**config.mk**
```make
export PLATFORM = sky130hd
export DESIGN_NAME = reg_op_sequencer_flat
export DESIGN_NICKNAME = d
export VERILOG_FILES = /design/src/rtl/reg_op_sequencer_pkg.sv /design/src/rtl/reg_op_sequencer_if.sv /design/src/rtl/reg_op_sequencer_arb.sv /design/src/rtl/reg_op_sequencer.sv /design/src/flat_wrapper.sv
export SDC_FILE = /design/constraint.sdc
export NUM_CORES = 1
export LEC_CHECK = 0
export CORE_MARGIN = 2
export CORE_UTILIZATION = 42
export CTS_BUF_LIST = sky130_fd_sc_hd__clkbuf_2 sky130_fd_sc_hd__clkbuf_4 sky130_fd_sc_hd__clkbuf_8
export DETAILED_ROUTE_END_ITERATION = 8
export GPL_TIMING_DRIVEN = 0
export PLACE_DENSITY_LB_ADDON = 0.3
export REMOVE_ABC_BUFFERS = 1
export SLEW_MARGIN = 20
export SYNTH_ARGS = -nofsm -noshare
export SYNTH_HDL_FRONTEND = slang
export SYNTH_SLANG_ARGS = --single-unit
```
**constraint.sdc**
```tcl
create_clock -name clk -period 1.9 [get_ports clk]
set_input_delay 0.38 -clock clk [delete_from_list [all_inputs] [get_ports clk]]
set_output_delay 0.38 -clock clk [all_outputs]
set_load 0.05 [all_outputs]
```
**src/rtl/reg_op_sequencer_pkg.sv**
```systemverilog
`timescale 1ns/1ps
// Shared constants and FSM encoding for the two-requester op-register sequencer.
// Each request replays its op for cnt+1 cycles, then done pulses; requests are held off while busy.
package reg_op_pkg;
  localparam int DEF_WIDTH = 4;
  localparam int DEF_CNT_W = 4;
  localparam int OP_W      = 2;

  typedef enum logic [1:0] {
    ST_IDLE = 2'd0,
    ST_EXEC = 2'd1,
    ST_DONE = 2'd2
  } state_t;
endpackage

```
**src/rtl/reg_op_sequencer_if.sv**
```systemverilog
`timescale 1ns/1ps
// Request and register-side bundle; master = requesters + register, slave = reg_op_sequencer.
// Requests are held by valid until ready; the register side has no flow control.
interface reg_op_sequencer_if #(
  parameter int WIDTH = reg_op_pkg::DEF_WIDTH,
  parameter int CNT_W = reg_op_pkg::DEF_CNT_W
);
  import reg_op_pkg::*;

  logic [1:0]          req_valid;
  logic [1:0]          req_ready;
  logic [2*OP_W-1:0]   req_op;
  logic [1:0]          req_load;
  logic [2*WIDTH-1:0]  req_data;
  logic [2*CNT_W-1:0]  req_cnt;
  logic [1:0]          done;
  logic                busy;
  logic                load;
  logic [OP_W-1:0]     s;
  logic [WIDTH-1:0]    reg_in;
  logic [WIDTH-1:0]    reg_out;
  logic [WIDTH-1:0]    rsp_data;

  modport master (
    output req_valid, req_op, req_load, req_data, req_cnt, reg_out,
    input  req_ready, done, busy, load, s, reg_in, rsp_data
  );

  modport slave (
    input  req_valid, req_op, req_load, req_data, req_cnt, reg_out,
    output req_ready, done, busy, load, s, reg_in, rsp_data
  );
endinterface

```
**src/rtl/reg_op_sequencer_arb.sv**
```systemverilog
`timescale 1ns/1ps
// rr_arbiter2: combinational 2-way grant from valid and a pointer; zero latency.
// Pointer moves to the other requester on each accept, so a held-off loser wins next time.
module rr_arbiter2 (
  input  logic       clk,
  input  logic       reset,
  input  logic [1:0] valid_i,
  input  logic       accept_i,
  output logic [1:0] grant_o
);
  logic ptr_q, ptr_d;

  always_comb begin
    grant_o = 2'b00;
    case (valid_i)
      2'b01:   grant_o = 2'b01;
      2'b10:   grant_o = 2'b10;
      2'b11:   grant_o = ptr_q ? 2'b10 : 2'b01;
      default: grant_o = 2'b00;
    endcase
  end

  always_comb begin
    ptr_d = ptr_q;
    if (accept_i) ptr_d = ~grant_o[1];
  end

  always_ff @(posedge clk or posedge reset) begin
    if (reset) ptr_q <= 1'b0;
    else       ptr_q <= ptr_d;
  end
endmodule

```
**src/rtl/reg_op_sequencer.sv**
```systemverilog
`timescale 1ns/1ps
// Shares the op register between two requesters: accept -> cnt+1 EXEC cycles -> 1-cycle done; ready only in IDLE.
// REG_OP_SEQ_CAPTURE_EN adds rsp_data capture of reg_out in the DONE cycle; otherwise rsp_data is 0.
module reg_op_sequencer
  import reg_op_pkg::*;
#(
  parameter int WIDTH = DEF_WIDTH,
  parameter int CNT_W = DEF_CNT_W
) (
  input logic               clk,
  input logic               reset,
  reg_op_sequencer_if.slave bus
);
  state_t            state_q, state_d;
  logic [CNT_W-1:0]  cnt_q, cnt_d;
  logic [OP_W-1:0]   op_q, op_d;
  logic [WIDTH-1:0]  data_q, data_d;
  logic              ld_q, ld_d;
  logic              first_q, first_d;
  logic              owner_q, owner_d;

  logic [1:0]        grant;
  logic [1:0]        ready;
  logic              accept;
  logic              gidx;

  logic              load_c;
  logic [OP_W-1:0]   s_c;
  logic [WIDTH-1:0]  reg_in_c;
  logic [1:0]        done_c;
  logic              busy_c;

  rr_arbiter2 u_arb (
    .clk      (clk),
    .reset    (reset),
    .valid_i  (bus.req_valid),
    .accept_i (accept),
    .grant_o  (grant)
  );

  // Gated by reset so ready is low while reset is held, not just after the next edge.
  assign ready  = grant & {2{(state_q == ST_IDLE) && !reset}};
  assign accept = |ready;
  assign gidx   = grant[1];

  always_comb begin
    state_d  = state_q;
    cnt_d    = cnt_q;
    op_d     = op_q;
    data_d   = data_q;
    ld_d     = ld_q;
    first_d  = first_q;
    owner_d  = owner_q;
    load_c   = 1'b0;
    s_c      = '0;
    reg_in_c = '0;
    done_c   = 2'b00;
    busy_c   = 1'b0;
    case (state_q)
      ST_IDLE: begin
        if (accept) begin
          op_d    = gidx ? bus.req_op[2*OP_W-1:OP_W]     : bus.req_op[OP_W-1:0];
          data_d  = gidx ? bus.req_data[2*WIDTH-1:WIDTH] : bus.req_data[WIDTH-1:0];
          cnt_d   = gidx ? bus.req_cnt[2*CNT_W-1:CNT_W]  : bus.req_cnt[CNT_W-1:0];
          ld_d    = bus.req_load[gidx];
          owner_d = gidx;
          first_d = 1'b1;
          state_d = ST_EXEC;
        end
      end
      ST_EXEC: begin
        busy_c   = 1'b1;
        s_c      = op_q;
        reg_in_c = data_q;
        load_c   = ld_q & first_q;
        first_d  = 1'b0;
        // Exit on zero rather than decrementing past it, so cnt=all-ones never wraps.
        if (cnt_q == '0) state_d = ST_DONE;
        else             cnt_d   = cnt_q - 1'b1;
      end
      ST_DONE: begin
        busy_c          = 1'b1;
        done_c[owner_q] = 1'b1;
        state_d         = ST_IDLE;
      end
      default: state_d = ST_IDLE;
    endcase
  end

  always_ff @(posedge clk or posedge reset) begin
    if (reset) begin
      state_q <= ST_IDLE;
      cnt_q   <= '0;
      op_q    <= '0;
      data_q  <= '0;
      ld_q    <= 1'b0;
      first_q <= 1'b0;
      owner_q <= 1'b0;
    end else begin
      state_q <= state_d;
      cnt_q   <= cnt_d;
      op_q    <= op_d;
      data_q  <= data_d;
      ld_q    <= ld_d;
      first_q <= first_d;
      owner_q <= owner_d;
    end
  end

`ifdef REG_OP_SEQ_CAPTURE_EN
  logic [WIDTH-1:0] rsp_q;

  always_ff @(posedge clk or posedge reset) begin
    if (reset)                   rsp_q <= '0;
    else if (state_q == ST_DONE) rsp_q <= bus.reg_out;
  end

  assign bus.rsp_data = rsp_q;
`else
  assign bus.rsp_data = '0;
`endif

  assign bus.req_ready = ready;
  assign bus.load      = load_c;
  assign bus.s         = s_c;
  assign bus.reg_in    = reg_in_c;
  assign bus.done      = done_c;
  assign bus.busy      = busy_c;
endmodule

```
**src/flat_wrapper.sv**
```systemverilog
// flat-port wrapper written by rule: the top's interface ports become plain ports
module reg_op_sequencer_flat import reg_op_pkg::*;
#(
  parameter int WIDTH = DEF_WIDTH,
  parameter int CNT_W = DEF_CNT_W
)
  (clk, reset, bus_req_valid, bus_req_op, bus_req_load, bus_req_data, bus_req_cnt, bus_reg_out, bus_req_ready, bus_done, bus_busy, bus_load, bus_s, bus_reg_in, bus_rsp_data);
  reg_op_sequencer_if #(.WIDTH(WIDTH), .CNT_W(CNT_W)) bus_i ();
  input logic clk;
  input logic reset;
  input wire logic [$bits(bus_i.req_valid)-1:0] bus_req_valid;
  input wire logic [$bits(bus_i.req_op)-1:0] bus_req_op;
  input wire logic [$bits(bus_i.req_load)-1:0] bus_req_load;
  input wire logic [$bits(bus_i.req_data)-1:0] bus_req_data;
  input wire logic [$bits(bus_i.req_cnt)-1:0] bus_req_cnt;
  input wire logic [$bits(bus_i.reg_out)-1:0] bus_reg_out;
  output wire logic [$bits(bus_i.req_ready)-1:0] bus_req_ready;
  output wire logic [$bits(bus_i.done)-1:0] bus_done;
  output wire logic [$bits(bus_i.busy)-1:0] bus_busy;
  output wire logic [$bits(bus_i.load)-1:0] bus_load;
  output wire logic [$bits(bus_i.s)-1:0] bus_s;
  output wire logic [$bits(bus_i.reg_in)-1:0] bus_reg_in;
  output wire logic [$bits(bus_i.rsp_data)-1:0] bus_rsp_data;
  assign bus_i.req_valid = bus_req_valid;
  assign bus_i.req_op = bus_req_op;
  assign bus_i.req_load = bus_req_load;
  assign bus_i.req_data = bus_req_data;
  assign bus_i.req_cnt = bus_req_cnt;
  assign bus_i.reg_out = bus_reg_out;
  assign bus_req_ready = bus_i.req_ready;
  assign bus_done = bus_i.done;
  assign bus_busy = bus_i.busy;
  assign bus_load = bus_i.load;
  assign bus_s = bus_i.s;
  assign bus_reg_in = bus_i.reg_in;
  assign bus_rsp_data = bus_i.rsp_data;
  reg_op_sequencer #(.WIDTH(WIDTH), .CNT_W(CNT_W)) u_core (.clk(clk), .reset(reset), .bus(bus_i));
endmodule
```
# [After elaboration in Yosys (flattened, before gate mapping)]
# Cells that the tools add are included.
[totals] output_inout_bits=16 reg_bits=16 elab_cells=57
[op_classes] n_reduce_logical=12 magnitude_cmp=3 bitwise_logic=3 n_mux=22 n_addsub=1 eq_ne=8
[ops] cell="$mux W4" n=5
[ops] cell="$mux W2" n=6
[ops] cell="$pmux W4 S2" n=1
[ops] cell="$eq A2 B2 Y1 const B" n=3
[ops] cell="$mux W1" n=6
[ops] cell="$pmux W2 S3" n=1
[ops] cell="$reduce_and A2 Y1" n=3
[ops] cell="$eq A2 B1 Y1 const B" n=2
[ops] cell="$logic_not A4 Y1" n=1
[ops] cell="$lt A1 B2 Y1 const B" n=2
[ops] cell="$ne A2 B1 Y1 const B" n=2
[ops] cell="$pmux W2 S2" n=1
[ops] cell="$reduce_or A2 Y1" n=2
[ops] cell="$sub A4 B1 Y4 const B" n=1
[ops] cell="$reduce_and A3 Y1" n=1
[ops] cell="$and A2 B2 Y2" n=1
[ops] cell="$logic_and A1 B1 Y1" n=2
[ops] cell="$logic_not A2 Y1" n=1
[ops] cell="$ne A2 B2 Y1 const B" n=1
[ops] cell="$pmux W1 S2" n=1
[ops] cell="$reduce_bool A2 Y1" n=1
[ops] cell="$and A1 B1 Y1" n=1
[ops] cell="$demux W1 S1" n=1
[ops] cell="$ge A1 B1 Y1 const B" n=1
[ops] cell="other kinds (2)" n=2

# [Longest topological paths before layout]
[depth] ltp_word=6 depth_mapped=6

# [By module]
# From an unflattened synthesis, not the netlist that was laid out.
[hier_totals] cells_unflattened=113 hier_area_um2=1071.0
[modules_own_cells] module="reg_op_sequencer" n_inst=1 area_per_inst_um2=1011.0 cells_each=106 seq_area_each_um2=375.4
[modules_own_cells] module="rr_arbiter2" n_inst=1 area_per_inst_um2=60.1 cells_each=7 seq_area_each_um2=25.0

# [Least setup slack after synthesis]
# No wires, ideal clock.
[synth_path] path_kind="register to register" start="register u_core.state_q[0]" end="register u_core.owner_q" path_slack_ps=-247 n_path_buf=0 setup_ps=118 arrival_time_ps=2029 t_required_ps=1782 synth_period_minus_slack_ps=2147 path_stages_with_launch=7 path_cell_list="dfrtp_1 inv_1 ha_1 nand2b_2 a211oi_2 inv_1 a21o_1"
[synth_via] elab_chain_len=5
[synth_rtl] item="start, declared" line="reg_op_sequencer.sv:14" text="state_t state_q, state_d;"
[synth_rtl] item="start signal, assigned" line="reg_op_sequencer.sv:100" text="state_q <= state_d;"
[synth_rtl] item="$logic_not A2 Y1" line="reg_op_sequencer.sv:42" text="assign ready = grant & {2{(state_q == ST_IDLE) && !reset}};"
[synth_rtl] item="$logic_and A1 B1 Y1" line="reg_op_sequencer.sv:42"
[synth_rtl] item="$and A2 B2 Y2" line="reg_op_sequencer.sv:42"
[synth_rtl] item="via bus_req_ready[0]" line="flat_wrapper.sv:17" text="output wire logic [$bits(bus_i.req_ready)-1:0] bus_req_ready;"
[synth_rtl] item="$reduce_or A2 Y1" line="reg_op_sequencer.sv:43" text="assign accept = |ready;"
[synth_rtl] item="$reduce_and A2 Y1 (no source line)"
[synth_rtl] item="end signal, assigned" line="reg_op_sequencer.sv:106" text="owner_q <= owner_d;"
[synth_rtl] item="end, declared" line="reg_op_sequencer.sv:20" text="logic owner_q, owner_d;"
# The timed path passes the listed nets, and every way through them passes these cells.
# A chain may end at the register's enable or synchronous reset.

# [Worst setup path in the final report]
[layout_path] start="register u_core.state_q[1]" end="output bus_req_ready[0]"
[layout_via] elab_chain_len=3
[layout_rtl] item="$logic_not A2 Y1" line="reg_op_sequencer.sv:42"
[layout_rtl] item="$logic_and A1 B1 Y1" line="reg_op_sequencer.sv:42"
[layout_rtl] item="$and A2 B2 Y2" line="reg_op_sequencer.sv:42"
[layout_rtl] item="end, declared" line="flat_wrapper.sv:17"
# No other way between the ends.

==> results_dict.tcl <==
set metrics [dict create \
    status "complete, but fails checks" \
    violations "setup timing" \
    antenna_found_initial 0 \
    irDropWorstVdd_mv 1.011 \
    initial_core_util_pct 44.76 \
    required_ns 1.52 \
    worst_slack_ns -0.06200 \
    hp-class "reg -> reg" \
    post_drt_wl_per_cell_microns 15.29 \
    grt_max_degree 17 \
    rr_worst_depth 7 \
    synthTopCellsByArea "dfrtp_1 (40%), ha_1 (6.3%), a221o_1 (5.0%), and2_1 (4.4%), nor2b_1 (4.4%)" \
    finalSetupViolations 1 \
    syn_inst 107 \
    grt_pass1_vias 989 \
    path_class "reg -> out" \
    gp_congestion 0.8038 \
    final_antenna_net_count 0 \
    synth_top_area_share_pct 40.05 \
    instances_no_fill 188 \
    dr.pass1.iters 5 \
    slew_violations 0 \
    r2r-end "u_core.cnt_q[3]" \
    timing.critical_path.arrival_ns 1.58 \
    clock_latency_ns 0.30 \
    wl_microns 2875 \
    period_share_pct 103.3 \
    yosysWarnings 0 \
    clk_pin_slew_ns 0.10 \
    clockBufferDepth 2 \
    cp-end-kind "output port" \
    r2r-start "u_core.state_q[1]" \
    rows 17 \
    power_density_mw_per_mm2 1596 \
    vias 1006 \
    final_cell_area_sq_mm 0.001565 \
    hold_violations 0 \
    drv_cap 0 \
    dieArea_sq_mm 0.002786 \
    start_kind "flip-flop" \
    cts_made_buffers 3 \
    grt_pass1_wl_microns 4229 \
    drive_gt1_share_pct 25.62 \
    drc 0 \
    core-area_sq_mm 0.002233 \
    die_w_microns 52.79 \
    fill_cells 183 \
    final_cell_mix "clkdlybuf4s50_1 (24), buf_4 (16), dfrtp_1 (16), a21oi_1 (8)" \
    place_area_sq_mm 0.001383 \
    layout_min_cycle_time_ns 1.962 \
    dieHeight_microns 52.79 \
    holdPathEnd "u_core.owner_q" \
    fin_util_pct 70.08 \
    final_nets 197 \
    final_common_cell "clkdlybuf4s50_1" \
    drtIter0Drc 28 \
    r2r_setup_slack_ns 0.02 \
    ys_seq_area_share_pct 40.05 \
    grt_use_total_pct 21.03 \
    synth_top_cell_by_area "dfrtp_1" \
    rsz0062_at_grt "yes" \
    root_buffer "clkbuf_4" \
    dp.cells 170 \
    gr-total-overflow 0 \
    numPortBuffers 37 \
    io-pin-count 46 \
    min_from "u_core.owner_q" \
    relSlewSlack_pct 57.95 \
    cts.sinks 16 \
    synth-seq-cells 16 \
    critPathMaxFanout 3 \
    diodes 0 \
    min_path_cells 1 \
    yosysUniqueCellTypes 35 \
    clock_skew_ns 0.001526 \
    cts.htree.levels 1 \
    syn-cell-area_sq_um 999.7 \
    avgSynthCellArea_sq_um 9.343 \
    post-place-ws_ns -0.9268 \
    fmax_mhz 509.7 \
    p_leak_nw 0.7330 \
    tightest_slew_ns 0.6300 \
    dp_hpwl_microns 1804 \
    avgViaCountPerCell 5.351 \
    area.growth.synth_to_final_pct 56.57 \
    cts_tree "built" \
    hold_buffers 0 \
]
per-layer routing:
layer	part of all wire (%)	vias to the layer above	GRT usage (%)
li1	-	480	-
met1	41	476	24.19
met2	50	45	35.00
met3	7.4	5	5.714
met4	1.5	0	11.54
met5	0	-	0
where the power goes:
group / total (mW) / internal (mW) / switching (mW)
Sequential: 0.618 / 0.504 / 0.114
Clock: 0.192 / 0.0741 / 0.118
Combinational: 1.69 / 0.724 / 0.963
how the worst max path moves through the flow:
stage / endpoint / slack (ns) / depth (start not counted) / startpoint
after floorplan: u_core.owner_q / -0.25 / 6 / u_core.state_q[0]
after global placement: bus_req_ready[0] / -0.93 / 4 / reset
after detailed placement: bus_req_ready[1] / -0.93 / 4 / bus_req_valid[1]
after CTS: bus_req_ready[0] / -0.02 / 5 / u_core.state_q[0]
after global routing: bus_req_ready[0] / -0.10 / 5 / u_core.state_q[1]
final: bus_req_ready[0] / -0.06 / 5 / u_core.state_q[1]
kinds of logic (layout without fill, tap and decap cells):
| family | count (synthesis) | in the layout | synth area share (%) |
|---|---|---|---|
| simple gates | 39 | 39 | 22.65 |
| compound gates | 28 | 28 | 19.90 |
| flops | 16 | 16 | 40.05 |
| buf+inv | 14 | 64 | 6.758 |
| fa+ha+maj | 5 | 5 | 6.258 |
| mux | 4 | 4 | 4.005 |
| other cells | 1 | 4 | 0.3751 |
sequential cells by signal (all words and copies together), names as in the netlist:
name and cells:
u_core.cnt_q 4, u_core.op_q 2, u_core.ld_q 1, u_core.state_q 2, u_core.u_arb.ptr_q 1, u_core.first_q 1
u_core.data_q 4, u_core.owner_q 1
final cells by class:
| cell class | count | area (sq um) | area share, % |
|---|---|---|---|
| Timing Repair Buffer | 52 | 471.7 | 30.14 |
| Multi-Input combinational cell | 80 | 601.8 | 38.45 |
| Clock buffer | 3 | 22.52 | 1.439 |
| Inverter | 9 | 33.78 | 2.158 |
| Tap cell | 28 | 35.03 | 2.238 |
| Sequential cell | 16 | 400.4 | 25.58 |
what timing repair did:
action / 4_1_cts / 5_1_grt
pin swaps: 2 / 2
resized for setup: 75 / 7
buffers inserted: 3 / 12
setup endpoints to repair: 15 / 10
critical path, stage by stage, from the launching register on:
cell and delay [ns]:
dfrtp_1 0.42, inv_2 0.12, ha_4 0.17, nand2b_4 0.08, a211oi_4 0.29, buf_6 0.20
cells in the mapped netlist, drive strengths merged:
library cell	n
nand4	1
o311ai	1
inv	9
dfrtp	16
ha	5
a211oi	3
and3	4
a221o	5
a21oi	8
o22ai	1
mux2i	4
clkbuf	1
nor3b	1
a31o	1
a21o	1
conb	1
nand2	3
nor2b	7
nor3	3
nand3	1
o21ai	5
or3b	1
buf	4
nor2	8
a221oi	1
nand2b	2
o22a	1
or4b	1
a21boi	1
and2	7
stage by stage:
stage          TNS (ns)  hold slack, ns  power, mW
6_report       -0.06200          0.5058      2.498
5_1_grt         -0.1573          0.5433      2.647
4_1_cts        -0.01899          0.5095      2.232
3_5_place_dp     -6.425          0.4877      1.981
3_3_place_gp     -5.724          0.4848      1.933
2_1_floorplan    -1.247          0.2937      1.579
Power figures use the tool's default switching activity.
